`src/rtl/keypad_pkg.sv`:
```
// keypad_pkg
// Shared definitions for the 4x4 matrix keypad scanner: FSM state encoding,
// matrix geometry, idle/reset line patterns and two small helpers that work
// on active-low line vectors.
package keypad_pkg;

  localparam int NUM_ROWS = 4;
  localparam int NUM_COLS = 4;
  localparam int CODE_W   = 4;  // {row_idx[1:0], col_idx[1:0]}

  // All columns pulled up: no key seen on the driven row.
  localparam logic [NUM_COLS-1:0] COL_IDLE  = 4'hF;
  // Row 0 driven low first after reset.
  localparam logic [NUM_ROWS-1:0] ROW_RESET = 4'b1110;

  typedef enum logic [1:0] {
    SCAN     = 2'd0,
    DEBOUNCE = 2'd1,
    HELD     = 2'd2,
    RELEASE  = 2'd3
  } kp_state_e;

  // Index of the lowest 0 bit of an active-low vector.
  function automatic logic [1:0] low_index(input logic [3:0] v);
    logic [1:0] idx;
    idx = 2'd0;
    for (int i = 3; i >= 0; i--) begin
      if (!v[i]) idx = 2'(i);
    end
    return idx;
  endfunction

  // True when exactly one line of an active-low vector is asserted.
  function automatic logic one_low(input logic [3:0] v);
    return ($countones(~v) == 1);
  endfunction

endpackage

```
`src/rtl/keypad_scanner_if.sv`:
```
// keypad_scanner_if
// Bundles the keypad matrix lines and the key-event outputs.
//   col       : keypad columns, active-low, asynchronous to clk
//   row       : row drive, one-hot active-low
//   key_code  : last accepted key {row_idx, col_idx}
//   key_valid : one-cycle strobe on an accepted press
//   key_held  : high from accepted press until debounced release
//   dbg_state : scanner FSM state, for observation only
// Modports: master = scanner side, slave = keypad/consumer side.
interface keypad_scanner_if;
  import keypad_pkg::*;

  logic [NUM_COLS-1:0] col;
  logic [NUM_ROWS-1:0] row;
  logic [CODE_W-1:0]   key_code;
  // Handshake: key_valid is a single-cycle strobe with no ready/back-pressure.
  // The consumer must take the event in the cycle key_valid is high; key_code
  // is already stable in that cycle and stays so until the next accepted press.
  logic                key_valid;
  logic                key_held;
  kp_state_e           dbg_state;

  modport master (
    input  col,
    output row, key_code, key_valid, key_held, dbg_state
  );

  modport slave (
    output col,
    input  row, key_code, key_valid, key_held, dbg_state
  );

endinterface

```
`src/rtl/sync_2ff.sv`:
```
// sync_2ff
// Two-flop synchroniser for a bus of independent asynchronous lines.
// Flops reset to all ones (idle level of pulled-up active-low inputs).
//   clk, rst_n : clock, asynchronous active-low reset
//   d_i        : asynchronous input
//   q_o        : synchronised output, two clk cycles behind d_i
module sync_2ff #(
  parameter int WIDTH = 1
) (
  input  logic             clk,
  input  logic             rst_n,
  input  logic [WIDTH-1:0] d_i,
  output logic [WIDTH-1:0] q_o
);

  logic [WIDTH-1:0] meta_q;
  logic [WIDTH-1:0] sync_q;

  always_ff @(posedge clk or negedge rst_n) begin
    if (!rst_n) begin
      meta_q <= '1;
      sync_q <= '1;
    end else begin
      meta_q <= d_i;
      sync_q <= meta_q;
    end
  end

  assign q_o = sync_q;

endmodule

```
`src/rtl/keypad_scanner.sv`:
```
// keypad_scanner
// Scans a 4x4 active-low matrix keypad one row at a time and reports a
// debounced key code with a one-cycle valid strobe and a held level.
//   clk, rst_n : clock, asynchronous active-low reset
//   kp         : keypad_scanner_if.master (col in; row, key_code, key_valid,
//                key_held, dbg_state out)
// Parameters:
//   SCAN_DIV       : clock cycles per row dwell (>= 2)
//   DEBOUNCE_SCANS : consecutive matching samples for press/release (>= 1)
module keypad_scanner
  import keypad_pkg::*;
#(
  parameter int SCAN_DIV       = 50000,
  parameter int DEBOUNCE_SCANS = 4
) (
  input  logic              clk,
  input  logic              rst_n,
  keypad_scanner_if.master  kp
);

  localparam int DIV_W = $clog2(SCAN_DIV);
  localparam int CNT_W = $clog2(DEBOUNCE_SCANS + 1);

  localparam logic [DIV_W-1:0] DIV_LAST   = DIV_W'(SCAN_DIV - 1);
  localparam logic [CNT_W-1:0] CNT_ONE    = CNT_W'(1);
  localparam logic [CNT_W-1:0] CNT_TARGET = CNT_W'(DEBOUNCE_SCANS);

  logic [NUM_COLS-1:0] col_s;

  logic [DIV_W-1:0]    div_q,      div_d;
  kp_state_e           state_q,    state_d;
  logic [NUM_ROWS-1:0] row_q,      row_d;
  logic [1:0]          row_idx_q,  row_idx_d;
  logic [1:0]          col_idx_q,  col_idx_d;
  logic [NUM_COLS-1:0] pat_q,      pat_d;
  logic [CNT_W-1:0]    cnt_q,      cnt_d;
  logic [CODE_W-1:0]   key_code_q, key_code_d;
  logic                key_valid_q, key_valid_d;
  logic                key_held_q,  key_held_d;

  logic                sample_c;
  logic                rotate_c;
  logic [CNT_W-1:0]    cnt_inc_c;

  sync_2ff #(.WIDTH(NUM_COLS)) u_col_sync (
    .clk   (clk),
    .rst_n (rst_n),
    .d_i   (kp.col),
    .q_o   (col_s)
  );

  // Row dwell divider; the last cycle of each dwell is the sample point so
  // the column lines have had the whole dwell to settle.
  always_comb begin
    sample_c = (div_q == DIV_LAST);
    div_d    = sample_c ? '0 : div_q + 1'b1;
  end

  always_comb begin
    state_d     = state_q;
    row_d       = row_q;
    row_idx_d   = row_idx_q;
    col_idx_d   = col_idx_q;
    pat_d       = pat_q;
    cnt_d       = cnt_q;
    key_code_d  = key_code_q;
    key_valid_d = 1'b0;
    key_held_d  = key_held_q;
    rotate_c    = 1'b0;
    cnt_inc_c   = cnt_q + CNT_ONE;

    if (sample_c) begin
      unique case (state_q)
        SCAN: begin
          // Only a single low column is a usable press; idle and
          // multi-key/ghost patterns just move on to the next row.
          if (one_low(col_s)) begin
            row_idx_d = low_index(row_q);
            col_idx_d = low_index(col_s);
            pat_d     = col_s;
            cnt_d     = CNT_ONE;
            if (CNT_ONE == CNT_TARGET) begin
              // Single-sample debounce: accept at the detecting sample.
              state_d     = HELD;
              key_code_d  = {low_index(row_q), low_index(col_s)};
              key_valid_d = 1'b1;
              key_held_d  = 1'b1;
            end else begin
              state_d = DEBOUNCE;
            end
          end else begin
            rotate_c = 1'b1;
          end
        end

        DEBOUNCE: begin
          if (col_s == pat_q) begin
            cnt_d = cnt_inc_c;
            if (cnt_inc_c == CNT_TARGET) begin
              state_d     = HELD;
              key_code_d  = {row_idx_q, col_idx_q};
              key_valid_d = 1'b1;
              key_held_d  = 1'b1;
            end
          end else begin
            state_d  = SCAN;
            rotate_c = 1'b1;
          end
        end

        HELD: begin
          // Row stays frozen here, so keys on other rows are never seen.
          if (col_s == COL_IDLE) begin
            cnt_d = CNT_ONE;
            if (CNT_ONE == CNT_TARGET) begin
              state_d    = SCAN;
              key_held_d = 1'b0;
              rotate_c   = 1'b1;
            end else begin
              state_d = RELEASE;
            end
          end
        end

        RELEASE: begin
          if (col_s == COL_IDLE) begin
            cnt_d = cnt_inc_c;
            if (cnt_inc_c == CNT_TARGET) begin
              state_d    = SCAN;
              key_held_d = 1'b0;
              rotate_c   = 1'b1;
            end
          end else begin
            // Original key back or some other pattern: still held, and no
            // new key_valid is generated.
            state_d = HELD;
          end
        end

        default: begin
          state_d = SCAN;
        end
      endcase
    end

    // 1110 -> 1101 -> 1011 -> 0111 -> 1110
    if (rotate_c) begin
      row_d = {row_q[NUM_ROWS-2:0], row_q[NUM_ROWS-1]};
    end
  end

  always_ff @(posedge clk or negedge rst_n) begin
    if (!rst_n) begin
      div_q       <= '0;
      state_q     <= SCAN;
      row_q       <= ROW_RESET;
      row_idx_q   <= 2'd0;
      col_idx_q   <= 2'd0;
      pat_q       <= COL_IDLE;
      cnt_q       <= '0;
      key_code_q  <= '0;
      key_valid_q <= 1'b0;
      key_held_q  <= 1'b0;
    end else begin
      div_q       <= div_d;
      state_q     <= state_d;
      row_q       <= row_d;
      row_idx_q   <= row_idx_d;
      col_idx_q   <= col_idx_d;
      pat_q       <= pat_d;
      cnt_q       <= cnt_d;
      key_code_q  <= key_code_d;
      key_valid_q <= key_valid_d;
      key_held_q  <= key_held_d;
    end
  end

  assign kp.row       = row_q;
  assign kp.key_code  = key_code_q;
  assign kp.key_valid = key_valid_q;
  assign kp.key_held  = key_held_q;
  assign kp.dbg_state = state_q;

endmodule

```
`src/flat_wrapper.sv`:
```
// flat-port wrapper written by rule: the top's interface ports become plain ports
module keypad_scanner_flat import keypad_pkg::*;
#(
  parameter int SCAN_DIV       = 50000,
  parameter int DEBOUNCE_SCANS = 4
)
  (clk, rst_n, kp_col, kp_row, kp_key_code, kp_key_valid, kp_key_held, kp_dbg_state);
  keypad_scanner_if kp_i ();
  input  logic clk;
  input  logic rst_n;
  input wire logic [$bits(kp_i.col)-1:0] kp_col;
  output wire logic [$bits(kp_i.row)-1:0] kp_row;
  output wire logic [$bits(kp_i.key_code)-1:0] kp_key_code;
  output wire logic [$bits(kp_i.key_valid)-1:0] kp_key_valid;
  output wire logic [$bits(kp_i.key_held)-1:0] kp_key_held;
  output wire logic [$bits(kp_i.dbg_state)-1:0] kp_dbg_state;
  assign kp_i.col = kp_col;
  assign kp_row = kp_i.row;
  assign kp_key_code = kp_i.key_code;
  assign kp_key_valid = kp_i.key_valid;
  assign kp_key_held = kp_i.key_held;
  assign kp_dbg_state = kp_i.dbg_state;
  keypad_scanner #(.SCAN_DIV(SCAN_DIV), .DEBOUNCE_SCANS(DEBOUNCE_SCANS)) u_core (.clk(clk), .rst_n(rst_n), .kp(kp_i));
endmodule
```
`config.mk`:
```
export PLATFORM = sky130hd
export DESIGN_NAME = keypad_scanner_flat
export DESIGN_NICKNAME = d
export VERILOG_FILES = /design/src/rtl/keypad_pkg.sv /design/src/rtl/keypad_scanner_if.sv /design/src/rtl/sync_2ff.sv /design/src/rtl/keypad_scanner.sv /design/src/flat_wrapper.sv
export SDC_FILE = /design/constraint.sdc
export NUM_CORES = 1
export LEC_CHECK = 0
export BUFFER_PORTS_ARGS = -buffer_cell sky130_fd_sc_hd__clkbuf_2
export CAP_MARGIN = 20
export CORE_AREA = 2 2 65 67
export CTS_CLUSTER_DIAMETER = 200
export DETAILED_ROUTE_END_ITERATION = 8
export DIE_AREA = 0 0 67 69
export GPL_TIMING_DRIVEN = 0
export MAX_ROUTING_LAYER = met4
export PLACE_DENSITY = 0.77
export SLEW_MARGIN = 20
export SYNTH_ARGS = -nofsm -noshare
export SYNTH_HDL_FRONTEND = slang
export SYNTH_SLANG_ARGS = --single-unit
```
`constraint.sdc`:
```
create_clock -name clk -period 3.9 [get_ports clk]
set_input_delay 0.195 -clock clk [delete_from_list [all_inputs] [get_ports clk]]
set_output_delay 0.195 -clock clk [all_outputs]
set_load 0.05 [all_outputs]
```
* Word-level counts from Yosys, hierarchy flattened *
Cells that the tools add are included.
W data, S select, Z words.

storage, ports and cells
  bits in registers = 47
  output and inout port bits = 12
  logic and storage cells = 76

cells by class
  add/subtract/negate cells = 5
  eq/ne operators = 16
  muxes and demuxes = 35
  bitwise gates (word level) = 1
  reduce and logical (&&, ||, !) cells = 7

operator list
  kind                     count
  $add A32 B32 Y32         1
  $eq A32 B2 Y1 const B    1
  $mux W2                  14
  $add A16 B1 Y16 const B  1
  $eq A16 B16 Y1 const B   1
  $mux W16                 1
  $mux W1                  12
  $mux W3                  4
  $ne A2 B1 Y1 const B     6
  $pmux W3 S4              1
  $reduce_and A5 Y1        2
  $pmux W2 S4              1
  $reduce_and A6 Y1        1
  $add A1 B1 Y2            2
  $eq A2 B2 Y1 const B     2
  $eq A4 B4 Y1             1
  $eq A4 B4 Y1 const B     1
  $not A4 Y4               1
  $reduce_and A4 Y1        1
  $add A3 B1 Y3 const B    1
  $eq A3 B3 Y1 const B     1
  $ne A3 B2 Y1 const B     1
  $ne A3 B3 Y1 const B     1
  $pmux W1 S3              1
  other kinds (5)          5

* Logic depth before layout (Yosys ltp) *
Gate-level depths: netlist (run 1).

  depth after elaboration = 7
  mapped depth = 10

* Hierarchy *
From an unflattened synthesis (run 1), not the netlist that was laid out.

unflattened totals
  cell total of the unflattened synthesis = 185
  area total of the unflattened synthesis = 2,142.1 um^2

by module, submodules not included
  module          times used  cells each  area an instance (um^2)  sequential area each (um^2)
  keypad_scanner  1           177         1,931.9                  984.7
  sync_2ff        1           8           210.2                    210.2

* Worst setup path before layout (run 1) *
OpenSTA, ideal clock, no wires.

  kind = flip-flop to flip-flop
  start = register u_core.u_col_sync.sync_q[0] (netlist: u_core.u_col_sync.q_o[0])
  end = register u_core.row_q[0] (netlist: u_core.kp.row[0])
  data arrival time = 2,627 ps
  slack = 1,149 ps
  stages on the path, launching flop included = 10
  buffers on the path = 0
  period minus slack after synthesis = 2,751 ps
  path through = dfstp_2 > inv_1 > ha_1 > ha_1 > fa_1 > or3b_2 > nand2_1 > o32ai_1 > o21a_2 > mux2_2

between the ends
  cells in the longest elaborated chain, start to end = 7
  elaborated cells between the ends (all ways) = 11
  those cells by class = 2 x add/sub; 3 x eq/ne; 5 x mux; 1 x bitwise

ends and longest elaborated chain
  item                                    line                   text
  start: declaration                      sync_2ff.sv:17         logic [WIDTH-1:0] sync_q;
  start signal: assignment                sync_2ff.sv:25         sync_q <= meta_q;
  $not A4 Y4                              keypad_pkg.sv:35       return ($countones(~v) == 1);
  $add A1 B1 Y2 (not written as such)     keypad_pkg.sv:35
  $add A32 B32 Y32 (not written as such)  keypad_pkg.sv:35
  $eq A32 B2 Y1                           keypad_pkg.sv:35
  $mux W1                                 keypad_scanner.sv:77   if (one_low(col_s)) begin
  $pmux W1 S3 (*)                         keypad_scanner.sv:73   unique case (state_q)
  $mux W1 (*)                             keypad_scanner.sv:72   if (sample_c) begin
  end signal: assignment                  keypad_scanner.sv:167  row_q <= row_d;
  end: declaration                        keypad_scanner.sv:32   logic [NUM_ROWS-1:0] row_q, row_d;

Mark *: on every way between the ends. The rest lies on a longest branch, timed or not.
A chain may end at the register's enable or synchronous reset.

* Worst setup path after layout (run 1) *
Ends and elaborated chain as after synthesis.

==> results of run 1 <==
path summary, 6_finish.rpt:
check,start,end,slack (ns),cells past startpoint
worst max-delay path,u_core.u_col_sync.q_o[0],u_core.kp.row[0],1.00,9
worst min-delay path,u_core.u_col_sync.meta_q[2],u_core.u_col_sync.q_o[2],0.36,0
worst max register to register,u_core.u_col_sync.q_o[0],u_core.kp.row[0],1.00,9
worst min register to register,u_core.u_col_sync.meta_q[2],u_core.u_col_sync.q_o[2],0.36,0
max in group asynchronous,rst_n,u_core.pat_q[2],3.09,2
min in group asynchronous,rst_n,u_core.kp.key_valid,0.42,2
cells by family after synthesis:
logic type | synth area share
AND/OR/NAND/NOR | 0.179
multiplexers | 0.0565
flip-flops | 0.534
XOR/XNOR | 0.0705
adder cells (fa/ha/maj) | 0.0593
AO/OA/AOI/OAI | 0.0660
buffers and inverters | 0.0347
layer usage:
metal	vias to the layer above	global-route usage	routed length, um
met2	19	0.270	1680
met4	0	0.0771	61
met3	6	0.0506	114
met5	-	-	0
li1	718	-	-
met1	693	0.252	1750
registers in the layout (all words and copies together) (netlist names):
| register | count |
|---|---|
| u_core.pat_q | 4 |
| u_core.kp.key_valid | 1 |
| u_core.u_col_sync.meta_q | 4 |
| u_core.div_q | 16 |
| u_core.kp.row | 4 |
| u_core.kp.key_held | 1 |
| u_core.row_idx_q | 2 |
| u_core.col_idx_q | 2 |
| u_core.kp.dbg_state | 2 |
| u_core.kp.key_code | 4 |
| u_core.u_col_sync.q_o | 4 |
| u_core.cnt_q | 3 |
Yosys cell counts (2+ instances only):
cell type / instances
sky130_fd_sc_hd__ha_1: 9
sky130_fd_sc_hd__and3_1: 3
sky130_fd_sc_hd__nand2_1: 23
sky130_fd_sc_hd__buf_4: 2
sky130_fd_sc_hd__mux2_4: 4
sky130_fd_sc_hd__nor3_1: 4
sky130_fd_sc_hd__dfrtp_1: 32
sky130_fd_sc_hd__nand2b_1: 2
sky130_fd_sc_hd__xor2_1: 12
sky130_fd_sc_hd__mux2_2: 5
sky130_fd_sc_hd__buf_6: 2
sky130_fd_sc_hd__dfstp_2: 15
sky130_fd_sc_hd__nor2_1: 13
sky130_fd_sc_hd__nand3_1: 11
sky130_fd_sc_hd__and4bb_2: 3
sky130_fd_sc_hd__xnor2_1: 6
sky130_fd_sc_hd__inv_1: 8
sky130_fd_sc_hd__o21ai_0: 16
repair_timing:
item                       4_1_cts  5_1_grt
hold endpoints to repair         4       32
setup endpoints to repair        0        0
hold buffers                     4        1
gates resized for setup          0        0
area by class of cell:
type	instances	area, um2
Buffer	6	47.5
Clock buffer	5	68.8
Clock inverter	3	20.0
Fill cell	341	1390
Inverter	8	30.0
Multi-Input combinational cell	132	963
Sequential cell	47	1190
Tap cell	50	62.6
Timing Repair Buffer	22	138
power by group through the flow:
| stage | Clock [W] | Combinational (W) | Sequential (W) |
|---|---|---|---|
| 4_1_cts | 0.000298 | 0.0000392 | 0.000498 |
| 5_1_grt | 0.000316 | 0.0000457 | 0.000499 |
| 6_report | 0.000290 | 0.0000396 | 0.000498 |
| 3_5_place_dp | 0 | 0.0000359 | 0.000507 |
| 3_3_place_gp | 0 | 0.0000345 | 0.000507 |
| 2_1_floorplan | 0 | 0.0000199 | 0.000506 |
stage by stage:
step / std cells / instance area [um2] / utilization / power, W
after floorplan: 193 / 2240 / - / 0.000526
after global placement: 260 / 2380 / 0.609 / 0.000541
after detailed placement: 260 / 2380 / 0.609 / 0.000543
after CTS: 272 / 2510 / 0.642 / 0.000836
after global routing: 273 / 2520 / 0.645 / 0.000861
final: 273 / 2520 / 0.645 / 0.000828
==> metrics, run 1 <==
arrival time at the worst endpoint=3.10 ns; Slowest cell on crit path=sky130_fd_sc_hd__dfstp_2; path category of the worst min-delay check=flip-flop to flip-flop; buffer cell driving the clock tree root=sky130_fd_sc_hd__clkbuf_8; die width=67 um; worst-margin pin slew=0.560 ns; Post-DP HPWL=2.56 mm; count of final hold-check violations=0; critical path required time=4.10 ns; Async S/R FF share, synth=1.00; clock sink count=47; global-route usage over all layers=0.188; library cell with the largest summed area after synthesis=sky130_fd_sc_hd__dfrtp_1; fraction of synthesized cell area taken by the top area cell type=0.358; number of placed I/O pins=18; number of flops mapped to enable cells by yosys=0; final cycle utilization of the critical path=0.743; switch share=0.231; clock tree from TritonCTS=built; Slew Limit Fails=0; antenna diode count=0; combinational share of power=0.048; count of input and output buffers=17; area of the core region=3910 um2; initial antenna violation count=0; final worst setup slack=1.00 ns; mean post-synth cell area=11.6 um2; register bit total from synthesis=47; Final setup violation count=0; largest cells by area after synthesis=sky130_fd_sc_hd__dfrtp_1 36%, sky130_fd_sc_hd__dfstp_2 18%, sky130_fd_sc_hd__ha_1 5.0%; main flop type after synthesis=sky130_fd_sc_hd__dfrtp_1; number of max-cap violations=0; worst-case headroom to the max-slew limit=0.627; Antenna Violating Nets Remaining=0; Fin Hold WS=0.358 ns; FMAX=345 MHz; clock-pin transition on the worst setup and hold timing paths=0.09 ns; Die ar.=4620 um2; synthesis-to-layout area growth=12.9%; synthesized instance count=193; Netlist cell types=41; Worst Skew=0.00624 ns; cell chain of the critical path=inv_1 > ha_1 > ha_1 > fa_1 > or3b_2 > nand2_1 > o32ai_1 > o21a_2 > mux2_2; critical path launch point type=flip-flop; Reg power frac=0.602; post-layout net count=238; H-Tree Depth=2; DR vias/cell=5.26; Cell Int Power=0.000636 W; fraction of layout cells with a size suffix above 1=0.291; Yosys warnings=0; count of unresolved DRC violations after routing=0; Die H=69 um; vias in the first global route=1365; buffers from clock root to sink, at most=2; type of destination of the critical path=flip-flop; unrepaired setup endpoints after global routing=no; final period demand of the worst path=2.90 ns; pin count of the biggest net entering global routing=48; worst setup path category=flip-flop to flip-flop; worst supply voltage drop on vdd=0.000216 V; number of detailed-routing iterations run before antenna repair=4; crit-path max cell delay=0.57 ns; power dissipated by switching net loads=0.000191 W; global-route wire length before repair=6.42 mm; Max FO, Critical Path=4; routability congestion estimate=0.810; Clock power frac=0.350; commonest non-fill, non-tap cell in the layout=sky130_fd_sc_hd__dfrtp_1; Post-CTS Repair Setup Buffers=0; Setup WS pre-CTS=1.01 ns; Clk Latency, worst-skew pair=0.31 ns; Most common cell on crit path=sky130_fd_sc_hd__ha_1; remaining global-route overflow=0; Starting DRT DRC Count=110; cell area after synthesis=2240 um2; TritonCTS buffer count=5; Starting Density=0.571; Buf/Inv on CP=1; dominant delay contributor by cell family on the critical path=adder cells; Via Count=1436; total negative slack for setup checks=0 ns; most used cells in the layout excluding fill and tap cells=32 x sky130_fd_sc_hd__dfrtp_1, 23 x sky130_fd_sc_hd__nand2_1, 17 x sky130_fd_sc_hd__clkbuf_2; status=finished clean; total power divided by cell area=328 nW/um2; P_leak=1.22 nW; synthesized netlist net count=209; standard-cell rows=23; Seq/Total Area, Yosys=0.534; final routed wire length divided by cell count=13.2 um; overall routed net length=3.60 mm
(Power assumes the default switching activity.)
==> run 2, diff against run 1 <==
CORE_AREA = 2 2 68 70   (was 2 2 65 67)
DIE_AREA = 0 0 70 72   (was 0 0 67 69)
PLACE_DENSITY = 0.74   (was 0.77)
clock period = 2.6 ns   (was 3.9 ns; I/O delays follow)
==> metrics, run 2 (synthesized netlist as in run 1, its figures left out) <==
status=finished, violations left; violated checks=setup timing; total negative slack for setup checks=-0.0335 ns (-0.0335 ns); Clk Latency, worst-skew pair=0.31 ns (about the same); remaining global-route overflow=0 (unchanged); type of destination of the critical path=flip-flop; Cell Count, Final, Fillers Out=284 (+4.0%); Starting DRT DRC Count=78 (-29%); count of final hold-check violations=0 (unchanged); overall routed net length=3.93 mm (+9.0%); buffers from clock root to sink, at most=2 (unchanged); worst-case headroom to the max-slew limit=0.623 (-0.00311); synthesis-to-layout area growth=19.5%; standard-cell rows=24 (+4.3%); final routed wire length divided by cell count=13.8 um (+4.8%); flip-flop count of the largest register after layout=16 (unchanged); initial antenna violation count=0 (unchanged); H-Tree Depth=2 (unchanged); arrival time at the worst endpoint=2.83 ns (-0.27 ns); most used cells in the layout excluding fill and tap cells=32 x sky130_fd_sc_hd__dfrtp_1, 21 x sky130_fd_sc_hd__nand2_1, 17 x sky130_fd_sc_hd__clkbuf_2; Die H=72 um (+4.3%); critical path launch point type=flip-flop; Final setup violation count=1 (+1); final cycle utilization of the critical path=1.01 (+0.269); vias in the first global route=1445 (+5.9%); Antenna Violating Nets Remaining=0 (unchanged); worst setup path category=flip-flop to flip-flop; cell count after placement=262 (+0.77%); total power divided by cell area=481 nW/um2 (+47%); unrepaired setup endpoints after global routing=yes; Max FO, Critical Path=4 (unchanged); DR vias/cell=5.29 (+0.54%); Post-DP HPWL=2.49 mm (-2.6%); P_leak=1.28 nW (+4.8%); die width=70 um (+4.5%); number of detailed-routing iterations run before antenna repair=6 (+2); final worst setup slack=-0.0335 ns (-1.03 ns); clock-pin transition on the worst setup and hold timing paths=0.09 ns (about the same); Die ar.=5040 um2 (+9.0%); pin count of the biggest net entering global routing=48 (unchanged); final period demand of the worst path=2.63 ns (-0.266 ns); TritonCTS buffer count=5 (unchanged); number of placed I/O pins=18 (unchanged); path category of the worst min-delay check=flip-flop to flip-flop; cell area after layout=2670 um2 (+5.8%); buffer cell driving the clock tree root=sky130_fd_sc_hd__clkbuf_8; global-route usage over all layers=0.176 (-0.0122); total of fill cells in the finished design=331 (-2.9%); clock sink count=47 (unchanged); instance area after placement=2390 um2 (+0.31%); count of unresolved DRC violations after routing=0 (unchanged); FMAX=380 MHz (+10%); Slew Limit Fails=0 (unchanged); post-layout net count=247 (+3.8%); routability congestion estimate=0.786 (-3.0%); global-route wire length before repair=6.67 mm (+3.9%); worst-margin pin slew=0.565 ns (+0.00467 ns); number of max-cap violations=0 (unchanged); critical path required time=2.80 ns (-1.30 ns); area of the core region=4260 um2 (+9.0%); antenna diode count=0 (unchanged); worst supply voltage drop on vdd=0.000376 V (+74%); clock tree from TritonCTS=built; Starting Density=0.524 (-0.0469); Worst Skew=0.00972 ns (+0.00348 ns); Top reg by flops=u_core.div_q; count of input and output buffers=17 (unchanged); Via Count=1502 (+4.6%); commonest non-fill, non-tap cell in the layout=sky130_fd_sc_hd__dfrtp_1; fraction of layout cells with a size suffix above 1=0.371 (+0.0792)
-- run 2: changes by cell type in the layout (fill, tap and decap cells not counted), moves of 3 or more --
cell / change
sky130_fd_sc_hd__buf_4: +9
sky130_fd_sc_hd__ha_1: -3
sky130_fd_sc_hd__ha_4: +3
sky130_fd_sc_hd__inv_1: -3
sky130_fd_sc_hd__inv_2: +3
sky130_fd_sc_hd__o21ai_0: -3
sky130_fd_sc_hd__o21ai_1: +3
-- run 2: path summary, 6_finish.rpt --
path	slack, ns	start	end	cells after the start
max	-0.03	u_core.u_col_sync.q_o[1]	u_core.kp.row[0]	9
min	0.36	u_core.u_col_sync.meta_q[2]	u_core.u_col_sync.q_o[2]	0
max reg2reg	-0.03	u_core.u_col_sync.q_o[1]	u_core.kp.row[0]	9
min reg2reg	0.36	u_core.u_col_sync.meta_q[2]	u_core.u_col_sync.q_o[2]	0
max in group asynchronous	1.85	rst_n	u_core.kp.row[3]	2
min in group asynchronous	0.37	rst_n	u_core.kp.dbg_state[1]	2
-- run 2: routing by layer --
layer  global-route usage  share of wire  vias to the layer above
li1                     -              -                      734
met3               0.0472          0.031                        6
met2                0.285           0.48                       25
met1                0.212           0.47                      737
met4               0.0705          0.016                        0
met5                    -              0                        -
-- run 2: what timing repair did --
action | CTS | global route
endpoints found under the hold margin | 4 | 32
gates resized for setup | 10 | 5
endpoints found under the setup margin | 14 | 16
buffers inserted | 8 | 1
pin swaps | 9 | 3
hold buffers | 4 | 1
-- run 2: final cells by class --
type	instances	area (um2)	area share
repair buffers	31	205	0.0768
well taps	52	65.1	0.0244
clock buffers	7	86.3	0.0323
clock inverters	1	5.00	0.00187
multi-input cells	132	1040	0.388
plain buffers	6	47.5	0.0178
inverters	8	30.0	0.0112
flip-flops and latches	47	1190	0.447
-- run 2: critical path, cell delays in order (launching register included) --
cell and delay [ns]:
sky130_fd_sc_hd__dfstp_2 0.54, sky130_fd_sc_hd__inv_2 0.05, sky130_fd_sc_hd__ha_4 0.24, sky130_fd_sc_hd__ha_4 0.16
sky130_fd_sc_hd__fa_1 0.44, sky130_fd_sc_hd__or3b_4 0.42, sky130_fd_sc_hd__nand2_2 0.07, sky130_fd_sc_hd__o32ai_2 0.06
sky130_fd_sc_hd__o21a_2 0.25, sky130_fd_sc_hd__mux2_4 0.30
-- run 2: where the power goes --
| group | internal [W] | switching [W] |
|---|---|---|
| sequential | 0.000742 | 0.00000303 |
| combinational | 0.0000430 | 0.0000484 |
| clock | 0.000215 | 0.000234 |
| total | 0.00100 | 0.000286 |
-- run 2: metrics by stage --
stage	total power [W]	util	setup WS, ns	hold WS [ns]
3_3_place_gp	0.000815	0.561	-0.0907	0.218
4_1_cts	0.00129	0.619	-0.0667	0.0734
2_1_floorplan	0.000793	-	0.00482	-0.166
6_report	0.00129	0.626	-0.0335	0.358
3_5_place_dp	0.000818	0.561	-0.162	0.219
5_1_grt	0.00134	0.626	-0.0999	0.366
